`src/rtl/synth_pkg.sv`:
```
// rtl/synth_pkg.sv - shared widths, state and voice types for the voice allocator
package synth_pkg;
   localparam int NOTE_W = 8;
   localparam int AMP_W  = 16;
   localparam int AGE_W  = 8;
   localparam int VEL_W  = 7;

   typedef enum logic [1:0] {IDLE, SCAN, APPLY, GAP} alloc_state_t;

   typedef struct packed {
      logic [NOTE_W-1:0] note;
      logic [AMP_W-1:0]  amp;
      logic [AGE_W-1:0]  age;
   } voice_t;

   // Replicating the velocity bits spans full scale: 127 -> 0xFFFF, 0 -> 0x0000.
   function automatic logic [AMP_W-1:0] vel_to_amp(input logic [VEL_W-1:0] vel);
      return {vel, vel, vel[VEL_W-1 -: 2]};
   endfunction
endpackage

```
`src/rtl/gap_timer.sv`:
```
// rtl/gap_timer.sv - loadable down-counter timing the key_on re-trigger gap
module gap_timer #(
   parameter int unsigned LOAD = 2048
) (
   input  logic clk_i,
   input  logic rst_i,
   input  logic start_i,
   output logic done_o
);
   localparam int CW = $clog2(LOAD + 1);

   logic [CW-1:0] cnt_q, cnt_d;

   always_comb begin
      cnt_d = cnt_q;
      if (start_i) begin
         cnt_d = CW'(LOAD);
      end else if (cnt_q != '0) begin
         cnt_d = cnt_q - CW'(1);
      end
   end

   always_ff @(posedge clk_i or posedge rst_i) begin
      if (rst_i) begin
         cnt_q <= '0;
      end else begin
         cnt_q <= cnt_d;
      end
   end

   // Flags the last loaded cycle so the caller leaves exactly LOAD cycles after start.
   assign done_o = (cnt_q == CW'(1));
endmodule

```
`src/rtl/voice_allocator.sv`:
```
// rtl/voice_allocator.sv - note-event to voice scheduler with voice stealing and re-trigger gap
module voice_allocator
   import synth_pkg::*;
#(
   parameter int unsigned NUM_VOICES = 4,
   parameter int unsigned RETRIG_GAP = 2048
) (
   input  logic                         Clk,
   input  logic                         Reset,
   input  logic                         ev_valid,
   output logic                         ev_ready,
   input  logic                         ev_on,
   input  logic [NOTE_W-1:0]            ev_note,
   input  logic [VEL_W-1:0]             ev_vel,
   output logic [NUM_VOICES-1:0]        key_on,
   output logic [NUM_VOICES*NOTE_W-1:0] note_out,
   output logic [NUM_VOICES*AMP_W-1:0]  amp_out,
   output logic                         busy
);
   localparam int               IDX_W    = $clog2(NUM_VOICES);
   localparam logic [IDX_W-1:0] LAST_IDX = IDX_W'(NUM_VOICES - 1);

   alloc_state_t          state_q;
   voice_t                voices_q [NUM_VOICES];
   logic [NUM_VOICES-1:0] key_on_q;
   logic                  ev_ready_q, busy_q;
   logic                  ev_on_q;
   logic [NOTE_W-1:0]     ev_note_q;
   logic [VEL_W-1:0]      ev_vel_q;
   logic [IDX_W-1:0]      idx_q, tgt_q;
   logic                  match_vld_q, free_vld_q, old_vld_q;
   logic [IDX_W-1:0]      match_idx_q, free_idx_q, old_idx_q;
   logic [AGE_W-1:0]      old_age_q;

   logic [IDX_W-1:0]      tgt_d;
   logic                  retrig_d;
   logic                  gap_start, gap_done;

   // Target priority: same note, then a free voice, then steal the oldest.
   always_comb begin
      tgt_d    = old_idx_q;
      retrig_d = 1'b1;
      if (match_vld_q) begin
         tgt_d = match_idx_q;
      end else if (free_vld_q) begin
         tgt_d    = free_idx_q;
         retrig_d = 1'b0;
      end
   end

   assign gap_start = (state_q == APPLY) && ev_on_q && retrig_d;

   gap_timer #(.LOAD(RETRIG_GAP)) u_gap_timer (
      .clk_i  (Clk),
      .rst_i  (Reset),
      .start_i(gap_start),
      .done_o (gap_done)
   );

   always_ff @(posedge Clk or posedge Reset) begin
      if (Reset) begin
         state_q     <= IDLE;
         key_on_q    <= '0;
         ev_ready_q  <= 1'b1;
         busy_q      <= 1'b0;
         ev_on_q     <= 1'b0;
         ev_note_q   <= '0;
         ev_vel_q    <= '0;
         idx_q       <= '0;
         tgt_q       <= '0;
         match_vld_q <= 1'b0;
         free_vld_q  <= 1'b0;
         old_vld_q   <= 1'b0;
         match_idx_q <= '0;
         free_idx_q  <= '0;
         old_idx_q   <= '0;
         old_age_q   <= '0;
         for (int i = 0; i < NUM_VOICES; i++) voices_q[i] <= '0;
      end else begin
         case (state_q)
            IDLE: begin
               if (ev_valid) begin
                  ev_on_q     <= ev_on && (ev_vel != '0);
                  ev_note_q   <= ev_note;
                  ev_vel_q    <= ev_vel;
                  match_vld_q <= 1'b0;
                  free_vld_q  <= 1'b0;
                  old_vld_q   <= 1'b0;
                  idx_q       <= '0;
                  ev_ready_q  <= 1'b0;
                  busy_q      <= 1'b1;
                  state_q     <= SCAN;
               end
            end
            SCAN: begin
               if (key_on_q[idx_q]) begin
                  if (!match_vld_q && voices_q[idx_q].note == ev_note_q) begin
                     match_vld_q <= 1'b1;
                     match_idx_q <= idx_q;
                  end
                  if (!old_vld_q || voices_q[idx_q].age > old_age_q) begin
                     old_vld_q <= 1'b1;
                     old_idx_q <= idx_q;
                     old_age_q <= voices_q[idx_q].age;
                  end
               end else if (!free_vld_q) begin
                  free_vld_q <= 1'b1;
                  free_idx_q <= idx_q;
               end
               if (idx_q == LAST_IDX) begin
                  state_q <= APPLY;
               end else begin
                  idx_q <= idx_q + IDX_W'(1);
               end
            end
            APPLY: begin
               if (ev_on_q) begin
                  for (int i = 0; i < NUM_VOICES; i++) begin
                     if (IDX_W'(i) == tgt_d) begin
                        voices_q[i].note <= ev_note_q;
                        voices_q[i].amp  <= vel_to_amp(ev_vel_q);
                        voices_q[i].age  <= '0;
                     end else if (key_on_q[i] && voices_q[i].age != '1) begin
                        voices_q[i].age <= voices_q[i].age + AGE_W'(1);
                     end
                  end
                  key_on_q[tgt_d] <= !retrig_d;
                  tgt_q           <= tgt_d;
                  if (retrig_d) begin
                     state_q <= GAP;
                  end else begin
                     state_q    <= IDLE;
                     ev_ready_q <= 1'b1;
                     busy_q     <= 1'b0;
                  end
               end else begin
                  // Note and amp stay put so the release tail keeps its pitch.
                  if (match_vld_q) key_on_q[match_idx_q] <= 1'b0;
                  state_q    <= IDLE;
                  ev_ready_q <= 1'b1;
                  busy_q     <= 1'b0;
               end
            end
            GAP: begin
               if (gap_done) begin
                  key_on_q[tgt_q] <= 1'b1;
                  state_q         <= IDLE;
                  ev_ready_q      <= 1'b1;
                  busy_q          <= 1'b0;
               end
            end
            default: state_q <= IDLE;
         endcase
      end
   end

   always_comb begin
      note_out = '0;
      amp_out  = '0;
      for (int i = 0; i < NUM_VOICES; i++) begin
         note_out[NOTE_W*i +: NOTE_W] = voices_q[i].note;
         amp_out[AMP_W*i +: AMP_W]    = voices_q[i].amp;
      end
   end

   assign key_on   = key_on_q;
   assign ev_ready = ev_ready_q;
   assign busy     = busy_q;
endmodule

```
`config.mk`:
```
export PLATFORM = sky130hd
export DESIGN_NAME = voice_allocator
export DESIGN_NICKNAME = d
export VERILOG_FILES = /design/src/rtl/synth_pkg.sv /design/src/rtl/gap_timer.sv /design/src/rtl/voice_allocator.sv
export SDC_FILE = /design/constraint.sdc
export NUM_CORES = 1
export LEC_CHECK = 0
export BUFFER_PORTS_ARGS = -buffer_cell sky130_fd_sc_hd__buf_2
export CAP_MARGIN = 20
export CORE_ASPECT_RATIO = 2
export CORE_MARGIN = 2
export CORE_UTILIZATION = 54
export DETAILED_ROUTE_END_ITERATION = 6
export GPL_TIMING_DRIVEN = 0
export PLACE_DENSITY = 0.76
export SLEW_MARGIN = 5
export SYNTH_ARGS = -nofsm -noshare
export SYNTH_HDL_FRONTEND = slang
export SYNTH_SLANG_ARGS = --single-unit
export TNS_END_PERCENT = 20
```
`constraint.sdc`:
```
create_clock -name Clk -period 7.7 [get_ports Clk]
set_input_delay 1.925 -clock Clk [delete_from_list [all_inputs] [get_ports Clk]]
set_output_delay 1.925 -clock Clk [all_outputs]
set_load 0.02 [all_outputs]
```
Word-level counts from Yosys, hierarchy flattened
Index checks and enable logic that the tools add are counted.
- flip-flop bits (word level): 185
- latch bits: 0
- logic and storage cells: 177
- bits of input ports: 19
- ROM bits: 0
- RAM bits: 0
- memories: 0
- output and inout port bits: 102
- bitwise operators: 6
- reductions and logical operators: 47
- muxes and demuxes: 57
- add/sub/neg operators: 6
- multipliers: 0
- shift operators: 0
- divide/modulo/power cells: 0
- order comparisons: 9
- equal/unequal tests: 23
- operator list (kind ; number):
    binary-select mux 32 bit (select 2 bit) ; 1
    two-way mux 32 bit ; 2
    two-way mux 8 bit ; 8
    AND reduction 3 bit ; 15
    adder 8 x 1 -> 8 bit (second input constant) ; 4
    != test 8 bit (second input constant) ; 4
    two-way mux 12 bit ; 2
    two-way mux 1 bit ; 19
    two-way mux 2 bit ; 9
    != test 2 bit (second input constant) ; 8
    nonzero test 2 bit ; 7
    equality test 12 x 1 -> 1 bit (second input constant) ; 1
    less-than comparator 2 x 3 -> 1 bit (second input constant) ; 4
    two-way mux 4 bit ; 3
    AND reduction 4 bit ; 3
    nonzero test 12 bit ; 1
    subtractor 12 x 1 -> 12 bit (second input constant) ; 1
    logical AND 1 bit ; 11
    equality test 8 bit ; 1
    greater-than comparator 8 bit ; 1
    case mux 2 bit (4 select lines) ; 1
    case mux 4 bit (2 select lines) ; 1
    nonzero test 7 bit ; 1
    demux 1 bit (select 2 bit) ; 3
    other kinds (23) ; 37

Longest topological paths before layout
Gate-level depths: netlist (run 1).
- depth in word-level cells: 9
- gate-level depth with buffers: 11
- gate-level depth less buffers: 7

Modules after synthesis
A second synthesis (run 1) with hierarchy kept.
- cells, all modules: 746
- area total of the unflattened synthesis: 8082.8 um^2
- by module, submodules not included (module ; times used ; seq. area each (um^2) ; area an instance (um^2) ; cells an instance):
    voice_allocator ; 1 ; 3429.5 ; 7322.0 ; 662
    gap_timer ; 1 ; 300.3 ; 760.7 ; 84

Worst setup path after synthesis (run 1)
No wires, ideal clock.
- path type: register to register
- from: reg idx_q[1]
- to: reg old_age_q[0]
- data required time: 7572 ps
- clock period less this slack: 2889 ps
- path slack: 4811 ps
- library setup time: 128 ps
- cell stages (with the launch flop): 11
- buffers on the path: 3
- arrival time: 2762 ps
- cell sequence: dfrtp_1 > buf_2 > buf_2 > mux4_2 > ha_1 > a21oi_1 > nor2b_1 > o21ai_0 > a41o_1 > buf_2 > mux2_1
- longest elaborated chain between the ends: 7
- elaborated cells between the ends (all ways): 9
- classes of those cells: 1 x order compare; 5 x mux; 1 x bitwise; 2 x reduce/logical
- RTL lines (element ; line ; RTL):
    from (decl) ; voice_allocator.sv:30 ; logic [IDX_W-1:0] idx_q, tgt_q;
    from (signal assigned) ; voice_allocator.sv:113 ; idx_q <= idx_q + IDX_W'(1);
    inverter 2 -> 3 bit (not written as such) ; voice_allocator.sv:101, voice_allocator.sv:104 ;
    binary-select mux 32 bit (select 2 bit) ; voice_allocator.sv:101, voice_allocator.sv:104 ;
    two-way mux 32 bit (not written as such) (2 in a row) ; voice_allocator.sv:101, voice_allocator.sv:104 ;
    greater-than comparator 8 bit ; voice_allocator.sv:101 ; if (!old_vld_q || voices_q[idx_q].age > old_age_q) begin
    logical OR 1 bit ; voice_allocator.sv:101 ;
    AND reduction 3 bit (no line) ; -- ;
    to (signal assigned) ; voice_allocator.sv:104 ; old_age_q <= voices_q[idx_q].age;
    to (decl) ; voice_allocator.sv:33 ; logic [AGE_W-1:0] old_age_q;
Parallel ways exist; a longest one is shown, timed or not. The select of a mux whose other input is x is not followed.
A chain may end at the register's enable or synchronous reset.

Worst setup path after layout (run 1)
- from: reg idx_q[1]
- to: reg old_age_q[4]
Same word-level chain as after synthesis.

==> results.toml, run 1 <==
[worst_setup_path]
r2r_cells = 10
cp-start-kind = "register"
cp_max_fo = 10
timing.rr.start = "idx_q[1]$_DFFE_PP0P_"
end_kind = "register"
cp.arrival_ns = 3.91
path_cells = "buf_2, buf_2, mux4_2, ha_1, a21oi_1, nor2b_1, o21ai_0, a41o_1, buf_2, mux2_1"
slowest_stage = "mux4_2"
cpMostUsedCell = "buf_2"
r2r_setup_slack_ns = 4.09
r2r_end = "old_age_q[4]$_DFFE_PP0P_"
path_class = "register to register"
slowest_delay_ns = 0.58
cp.required_ns = 8.00

[power]
p_total_mw = 3.47
p_leak_nw = 4.96
p_per_area_nw_per_um2 = 368
ir_worst_vdd_mv = 0.228

[clock_tree]
postCtsSetupBuffers = 0
htreeDepth = 4
insertion_delay_ns = 0.43
cts_hold_buf = 0
cts_root_buffer = "clkbuf_16"
cts_made_buffers = 17
cts_max_path_buffers = 2
clk_pin_slew_ns = 0.06
cts_resized = 0
cts_tree = "done"
cts_num_sinks = 149

[sta]
fmax_mhz = 277
fin_crit_sh = 0.468
worst_pin_slew_ns = 0.758
relSlewSlack = 0.494
timing.final.ws_setup_ns = 4.09
drv_slew = 0
finalSetupTns_ns = 0
rsz0062_at_grt = "no"
fin_worst_skew_ns = 0.00949
finalSetupViolCount = 0
timing.final.crit_period_ns = 3.61
hold_viol = 0

[detailed_routing]
antenna_left = 0
drc = 0
routedWlPerCell_um = 17.0
drtPass1Iterations = 4
drt-total-wl_um = 18200
viasPerCell = 5.38
vias = 5775
drtIter0Drc = 221

[placed_design]
place_inst = 1042
port_buffers = 120
gp_congestion = 0.847
post-place-ws_ns = 4.08
hpwl_um = 13500

[min_path]
holdPathEnd = "old_age_q[5]$_DFFE_PP0P_"
worstHoldPathCells = 1
min_path_type = "register to register"
min-delay-start = "old_age_q[5]$_DFFE_PP0P_"

[job]
maxCapViolCount = 0

[final_layout]
fin_util = 0.657
seq_area_sq_um = 3730
fin_nets = 903
fin_cells = 1074
drive_gt1_frac = 0.395
area_growth_pct = 18.5
diodes = 0
multi_input_area_sq_um = 3310
n_fill_cell = 1107

[logic_synthesis]
yosys_most_used_dff = "dfrtp_1"
synth_cells = 729
yosysUniqueCellTypes = 55
synth_nets = 763
synth_area_per_cell_sq_um = 10.9
synth.area.top_cells = "dfrtp_1 47%, buf_4 9.1%, mux2_2 8.5%, mux4_2 4.8%, nand2_1 3.7%"
synthArstFlopShare = 1.00
synth_warnings = 0
yosysTopAreaCellShare = 0.465
synth_area_sq_um = 7960
yosys-top-cells-count = "148 x dfrtp_1, 96 x buf_4, 78 x nand2_1"
yosysTopAreaCell = "dfrtp_1"
ys_seq_elements = 149
synth_edf_count = 0
seq_area_frac_synth = 0.469
synth.most_common_cell = "dfrtp_1"

[die]
die-area_sq_um = 15800
core-area_sq_um = 14400
die_w_um = 89.8
pin_count = 121
start_util = 0.554
die_height_um = 176
row_count = 62

[global_route]
grt_pass1_wl_um = 30400
gr-total-overflow = 0
track_usage = 0.246
grt_max_degree = 85
first_global_vias = 6115
antenna_found_initial = 0

[run_status]
status = "completed"
per-layer routing:
layer,vias to the layer above,GRT usage,wire length [um]
met5,-,0,0
met4,0,0.122,743
met3,44,0.0549,839
met2,144,0.472,10300
met1,2875,0.245,6330
li1,2712,-,-
sequential cells by signal, summed over array words and instances (netlist names), 4 cells and up:
| signal | flops |
|---|---|
| key_on | 4 |
| u_gap_timer.cnt_q | 12 |
| voices_q | 32 |
| old_age_q | 8 |
| ev_vel_q | 7 |
| note_out | 32 |
| ev_note_q | 8 |
| amp_out | 28 |
critical path, delay by kind of cell (launching register included):
kind | cells | cell delay (ns)
buf+inv | 3 | 1.03
simple gates | 1 | 0.05
flops | 1 | 0.47
mux | 2 | 0.94
compound gates | 3 | 0.65
fa+ha+maj | 1 | 0.32
how the worst max path moves through the flow:
| stage | startpoint | slack, ns | end |
|---|---|---|---|
| after floorplan | Reset | 1.77 | amp_out[10]$_DFFE_PP0P_ |
| after global routing | idx_q[1]$_DFFE_PP0P_ | 3.97 | old_age_q[2]$_DFFE_PP0P_ |
| after global placement | Reset | 0.08 | amp_out[13]$_DFFE_PP0P_ |
| after detailed placement | idx_q[1]$_DFFE_PP0P_ | 4.08 | old_age_q[4]$_DFFE_PP0P_ |
| after CTS | idx_q[1]$_DFFE_PP0P_ | 4.07 | old_age_q[4]$_DFFE_PP0P_ |
| final | idx_q[1]$_DFFE_PP0P_ | 4.09 | old_age_q[4]$_DFFE_PP0P_ |
cells in the final DEF (no fill, tap or decap), types with 15 or more instances in the layout:
cell	synthesis	final
buf_4	96	96
mux4_2	17	17
ha_1	15	15
nand3_1	15	15
clkbuf_16	0	17
inv_1	17	16
buf_2	12	132
nand2_1	78	78
xor2_1	19	19
nand4_1	15	15
dfrtp_1	148	148
nor2_1	56	56
xnor2_1	21	21
mux2_2	60	60
logic make-up after synthesis:
kind of cell / Yosys count / synth area share
DFF: 149 / 0.469
buffers and inverters: 140 / 0.115
AOI/OAI and AO/OA: 74 / 0.0615
and+or+nand+nor: 215 / 0.128
xor gates and xnor gates: 40 / 0.0440
muxes: 96 / 0.159
adders and majority gates: 15 / 0.0236
through the flow:
| step | hold slack (ns) | cell area (sq um) |
|---|---|---|
| after floorplan | 0.464 | 7960 |
| after global placement | 0.474 | 8800 |
| after detailed placement | 0.482 | 8830 |
| after CTS | 0.496 | 9430 |
| after global routing | 0.509 | 9430 |
| final | 0.490 | 9430 |
power by group:
group          total, mW  internal [mW]  switching, mW
Combinational       1.39          0.641          0.746
Sequential          1.24           1.01          0.239
Clock              0.840          0.500          0.340
Total               3.47           2.15           1.32
area by class of cell:
class,count,area share
flip-flops and latches,149,0.396
multi-input cells,440,0.351
plain buffers,122,0.0900
repair buffers,121,0.0666
clock buffers,20,0.0484
well taps,192,0.0255
clock inverters,12,0.0153
inverters,18,0.00770
Note: power is estimated with default switching activity, not from simulation.
==> inputs of run 2 (changes only) <==
- clock period: 7.7 -> 3.5 ns (I/O delays scaled with it)
==> run 2 against run 1 <==
Net effect:
- clock skew is 0.0038 ns lower
- final area is 0.42% higher
- combinational power is 120% higher
- sequential power is 120% higher
- first-iteration DRC count is 33% higher
- clock power is 120% higher
- via count is 0.38% higher
- register-to-register slack worse by 3.8 ns
- largest power group unchanged
- sequential cell count stayed put
- worst setup slack worse by 3.8 ns
- non-clock buffer count is 1 higher
==> results.toml, run 2 (synthesis gave the netlist of run 1 again) <==
[global_route]
grt_pass1_wl_um = 30400
grt_max_degree = 43
gr-total-overflow = 0
first_global_vias = 5920
track_usage = 0.248
antenna_found_initial = 0

[final_layout]
fin_nets = 904
fin_util = 0.660
final_cell_mix = "148 x dfrtp_1, 129 x buf_2, 98 x buf_4"
multi_input_area_sq_um = 3310
drive_gt1_frac = 0.397
n_fill_cell = 1109
seq_area_sq_um = 3730
diodes = 0
final_common_cell = "dfrtp_1"
area_growth_pct = 19.0
final_design_area_no_fill_sq_um = 9470

[placed_design]
dpl_cell_area_sq_um = 8880
hpwl_um = 13800
port_buffers = 120
gp_congestion = 0.846

[sta]
rsz0062_at_grt = "no"
finalSetupViolCount = 0
relSlewSlack = 0.497
fin_crit_sh = 0.912
worst_pin_slew_ns = 0.751
hold_viol = 0
drv_slew = 0
timing.final.crit_period_ns = 3.19
fmax_mhz = 313
fin_worst_skew_ns = 0.00565

[worst_setup_path]
r2r_cells = 9
cp.required_ns = 3.80
end_kind = "register"
r2r_setup_slack_ns = 0.31
cp_num_buf_inv = 2
path_cells = "buf_4, mux4_2, ha_1, a21oi_1, nor2b_1, o21ai_0, a41o_1, buf_4, mux2_1"
r2r_end = "old_age_q[0]$_DFFE_PP0P_"
cp_max_fo = 19
cpMostUsedCell = "buf_4"
cp.arrival_ns = 3.49
timing.rr.start = "idx_q[1]$_DFFE_PP0P_"
slowest_delay_ns = 0.60
path_class = "register to register"
crit_family = "multiplexers"
slowest_stage = "mux4_2"
cp-start-kind = "register"

[power]
p_leak_nw = 4.98
ir_worst_vdd_mv = 0.486
p_per_area_nw_per_um2 = 807

[clock_tree]
clk_pin_slew_ns = 0.06
cts_tree = "done"
cts_max_path_buffers = 2
insertion_delay_ns = 0.43
htreeDepth = 4
cts_num_sinks = 149
postCtsSetupBuffers = 0
cts_hold_buf = 0
cts_root_buffer = "clkbuf_16"
cts_made_buffers = 17

[min_path]
min_path_type = "input pin to async pin"

[detailed_routing]
antenna_left = 0
drc = 0
routedWlPerCell_um = 17.4
vias = 5797
drtPass1Iterations = 4
drt-total-wl_um = 18700
drtIter0Drc = 293
viasPerCell = 5.40

[die]
row_count = 62
core-area_sq_um = 14400
die_w_um = 89.8
pin_count = 121
start_util = 0.554
die_height_um = 176
die-area_sq_um = 15800

[run_status]
status = "completed"

[job]
maxCapViolCount = 0
==> run 2: cell count changes in the layout (fill, tap and decap cells not counted), sizes merged <==
cell,delta
clkinvlp,+2
clkbuf,-1
inv,-4
buf,+2
clkinv,+1
==> run 2: report_power, final <==
part	internal, mW	total [mW]	switching [mW]
Sequential	2.21	2.75	0.536
Clock	1.10	1.84	0.733
Combinational	1.42	3.06	1.64
==> run 2: stage by stage <==
stage | setup TNS, ns | std cells | total power [mW] | setup slack (ns) | hold WS (ns)
floorplan | 0 | 729 | 4.92 | 0.611 | 0.464
global placement | -28.43 | 1041 | 5.75 | -0.195 | 0.474
detailed placement | -0.989 | 1045 | 5.84 | -0.128 | 0.481
CTS | 0 | 1076 | 7.70 | 0.0705 | 0.475
global route | 0 | 1074 | 8.07 | 0.159 | 0.499
finish | 0 | 1074 | 7.64 | 0.309 | 0.467
==> run 2: worst max-delay path by stage <==
stage	startpoint	endpoint	slack [ns]	cells after the start
2_1_floorplan	idx_q[1]$_DFFE_PP0P_	old_age_q[0]$_DFFE_PP0P_	0.61	10
3_3_place_gp	Reset	note_out[16]$_DFFE_PP0P_	-0.20	2
3_5_place_dp	idx_q[1]$_DFFE_PP0P_	old_age_q[0]$_DFFE_PP0P_	-0.13	10
4_1_cts	idx_q[1]$_DFFE_PP0P_	old_age_q[0]$_DFFE_PP0P_	0.07	10
5_1_grt	idx_q[1]$_DFFE_PP0P_	old_age_q[0]$_DFFE_PP0P_	0.16	9
6_report	idx_q[1]$_DFFE_PP0P_	old_age_q[0]$_DFFE_PP0P_	0.31	9
==> run 2: timing repair <==
action / 4_1_cts / 5_1_grt
endpoints found under the setup margin: 9 / 9
gates resized for setup: 2 / 0
cloned: 0 / 0
==> run 2: layout make-up <==
cell class / count / area share
tap: 192 / 0.0254
sequential: 149 / 0.394
multi-input combinational: 440 / 0.350
clock buffer: 20 / 0.0493
clock inverter: 11 / 0.0133
timing repair buffer: 124 / 0.0719
inverter: 18 / 0.00753
buffer: 120 / 0.0892
==> run 2: layer usage <==
layer / wire, um / global-route usage / vias up
li1: - / - / 2707
met1: 6660 / 0.255 / 2880
met2: 10700 / 0.483 / 174
met3: 740 / 0.0438 / 36
met4: 557 / 0.110 / 0
met5: 0 / 0 / -
==> inputs of run 3 (changes only) <==
- SYNTH_HIERARCHICAL: unset -> 1
==> run 3 against run 2 <==
Net effect:
- combinational power rose by 7.8%
- die area rose by 1.5%
- core utilization down 0.89 points
- total power grew 4.5%
- clock power hardly changed
- final area up 1.3%
- worst setup slack improved by 0.022 ns
- worst hold slack improved by 0.018 ns
- synthesized cell count increased by 2.3%
- critical endpoint is now old_age_q[7]$_DFFE_PP0P_
- largest cell class unchanged
==> results.toml, run 3 <==
[logic_synthesis]
ys_seq_elements = 149
synthArstFlopShare = 1.00
yosys_most_used_dff = "dfrtp_1"
synth.most_common_cell = "dfrtp_1"
synth.area.top_cells = "dfrtp_1 46%, mux2_2 10%, buf_4 9.5%, nand2_1 4.2%, mux4_2 3.3%"
yosysTopAreaCell = "dfrtp_1"
synth_warnings = 6
synth_area_sq_um = 8080
synth_edf_count = 0
synth_cells = 746
synth_nets = 781
yosys-top-cells-count = "148 x dfrtp_1, 102 x buf_4, 90 x nand2_1"
yosysTopAreaCellShare = 0.458
seq_area_frac_synth = 0.461
synth_area_per_cell_sq_um = 10.8
yosysUniqueCellTypes = 60

[final_layout]
diodes = 0
final_cell_mix = "148 x dfrtp_1, 128 x buf_2, 102 x buf_4"
multi_input_area_sq_um = 3400
n_fill_cell = 1211
fin_nets = 923
drive_gt1_frac = 0.405
seq_area_sq_um = 3730
final_common_cell = "dfrtp_1"
final_design_area_no_fill_sq_um = 9600
area_growth_pct = 18.7

[global_route]
antenna_found_initial = 0
track_usage = 0.253
grt_pass1_wl_um = 31400
gr-total-overflow = 0
first_global_vias = 6172
grt_max_degree = 42

[sta]
worst_pin_slew_ns = 0.660
fin_crit_sh = 0.906
relSlewSlack = 0.556
timing.final.crit_period_ns = 3.17
finalSetupViolCount = 0
fin_worst_skew_ns = 0.00915
fmax_mhz = 316
drv_slew = 0
finalSetupTns_ns = 0
hold_viol = 0
whs_ns = 0.485
rsz0062_at_grt = "no"

[clock_tree]
insertion_delay_ns = 0.42
cts_num_sinks = 149
cts_root_buffer = "clkbuf_16"
cts_max_path_buffers = 2
clk_pin_slew_ns = 0.07
cts_made_buffers = 17
cts_hold_buf = 0
htreeDepth = 4
postCtsSetupBuffers = 0
cts_tree = "done"
cts_resized = 0

[worst_setup_path]
path_class = "register to register"
cp.required_ns = 3.80
cp.arrival_ns = 3.47
slowest_delay_ns = 0.57
path_cells = "buf_2, buf_4, mux4_2, ha_1, a21o_1, a21o_1, a211oi_1, o22ai_1, buf_4, mux2_1"
end_kind = "register"
slowest_stage = "mux4_2"
cp_max_fo = 10
cp-start-kind = "register"

[detailed_routing]
vias = 6037
antenna_left = 0
routedWlPerCell_um = 17.8
drtPass1Iterations = 5
drt-total-wl_um = 19500
drtIter0Drc = 355
drc = 0
viasPerCell = 5.51

[placed_design]
dpl_cell_area_sq_um = 8990
hpwl_um = 14400
port_buffers = 120
gp_congestion = 0.861

[power]
p_leak_nw = 4.96
p_per_area_nw_per_um2 = 832
ir_worst_vdd_mv = 0.562

[min_path]
min_path_type = "input pin to async pin"

[die]
pin_count = 121
die_w_um = 90.5
row_count = 63
die_height_um = 177
start_util = 0.548
die-area_sq_um = 16000
core-area_sq_um = 14700

[job]
maxCapViolCount = 0

[run_status]
status = "completed"
## run 3: cell types whose count changed in the layout (fill, tap and decap cells not counted), sizes merged, moves of 5 or more
cell and change:
nand4 -5, a21oi +9, inv +17, nor3b -5, xor2 -7, nor2 -9
nand2 +13, xnor2 -5, o21ai +8, nand3 -6
## run 3: area by class of cell
cell class,instances,share of cell area
well taps,195,0.0254
clock buffers,17,0.0443
repair buffers,123,0.0688
flip-flops and latches,149,0.389
clock inverters,15,0.0186
plain buffers,121,0.0891
multi-input cells,451,0.355
inverters,25,0.0102
## run 3: final timing paths
kind                                  startpoint  slack [ns]                                to  depth (start not counted)
max                         idx_q[1]$_DFFE_PP0P_        0.33          old_age_q[7]$_DFFE_PP0P_                         10
min                                        Reset        0.49  u_gap_timer/cnt_q[1]$_DFFE_PP0P_                          2
max reg2reg                 idx_q[1]$_DFFE_PP0P_        0.33          old_age_q[7]$_DFFE_PP0P_                         10
min reg2reg                old_vld_q$_DFFE_PP0P_        0.49             old_vld_q$_DFFE_PP0P_                          1
max in group asynchronous                  Reset        2.15            amp_out[9]$_DFFE_PP0P_                          4
min in group Clk           old_vld_q$_DFFE_PP0P_        0.49             old_vld_q$_DFFE_PP0P_                          1
## run 3: cells by family after synthesis
logic type               share of synthesized area
adder cells (fa/ha/maj)                     0.0248
flip-flops                                   0.461
AO/OA/AOI/OAI                               0.0728
buffers and inverters                        0.117
AND/OR/NAND/NOR                              0.130
multiplexers                                 0.163
XOR/XNOR                                    0.0303
## run 3: metrics by stage
| step | total power [mW] | instances | setup WS [ns] | utilization |
|---|---|---|---|---|
| 2_1_floorplan | 5.17 | 746 | 0.764 | - |
| 3_3_place_gp | 6.00 | 1061 | 0.0281 | 0.606 |
| 3_5_place_dp | 6.11 | 1064 | 0.296 | 0.610 |
| 4_1_cts | 8.01 | 1096 | 0.279 | 0.651 |
| 5_1_grt | 8.43 | 1096 | 0.126 | 0.651 |
| 6_report | 7.98 | 1096 | 0.331 | 0.651 |
## run 3: per-layer routing
| metal | part of all wire | global-route usage | up-vias |
|---|---|---|---|
| met2 | 0.56 | 0.472 | 179 |
| met1 | 0.35 | 0.264 | 3004 |
| li1 | - | - | 2797 |
| met5 | 0 | 0 | - |
| met3 | 0.041 | 0.0464 | 57 |
| met4 | 0.049 | 0.135 | 0 |
## run 3: power breakdown
part | total, mW | switching [mW] | leakage, nW | internal, mW
clock | 1.87 | 0.786 | 0.292 | 1.08
combinational | 3.30 | 1.75 | 2.69 | 1.55
sequential | 2.82 | 0.587 | 1.98 | 2.23
total | 7.98 | 3.12 | 4.96 | 4.86
## run 3: worst max-delay path: cells and delay by family (launching register included)
| kind | cells | cell delay (ns) |
|---|---|---|
| buffers and inverters | 3 | 0.82 |
| AOI/OAI and AO/OA | 4 | 0.69 |
| muxes | 2 | 0.88 |
| DFF | 1 | 0.46 |
| adders and majority gates | 1 | 0.20 |
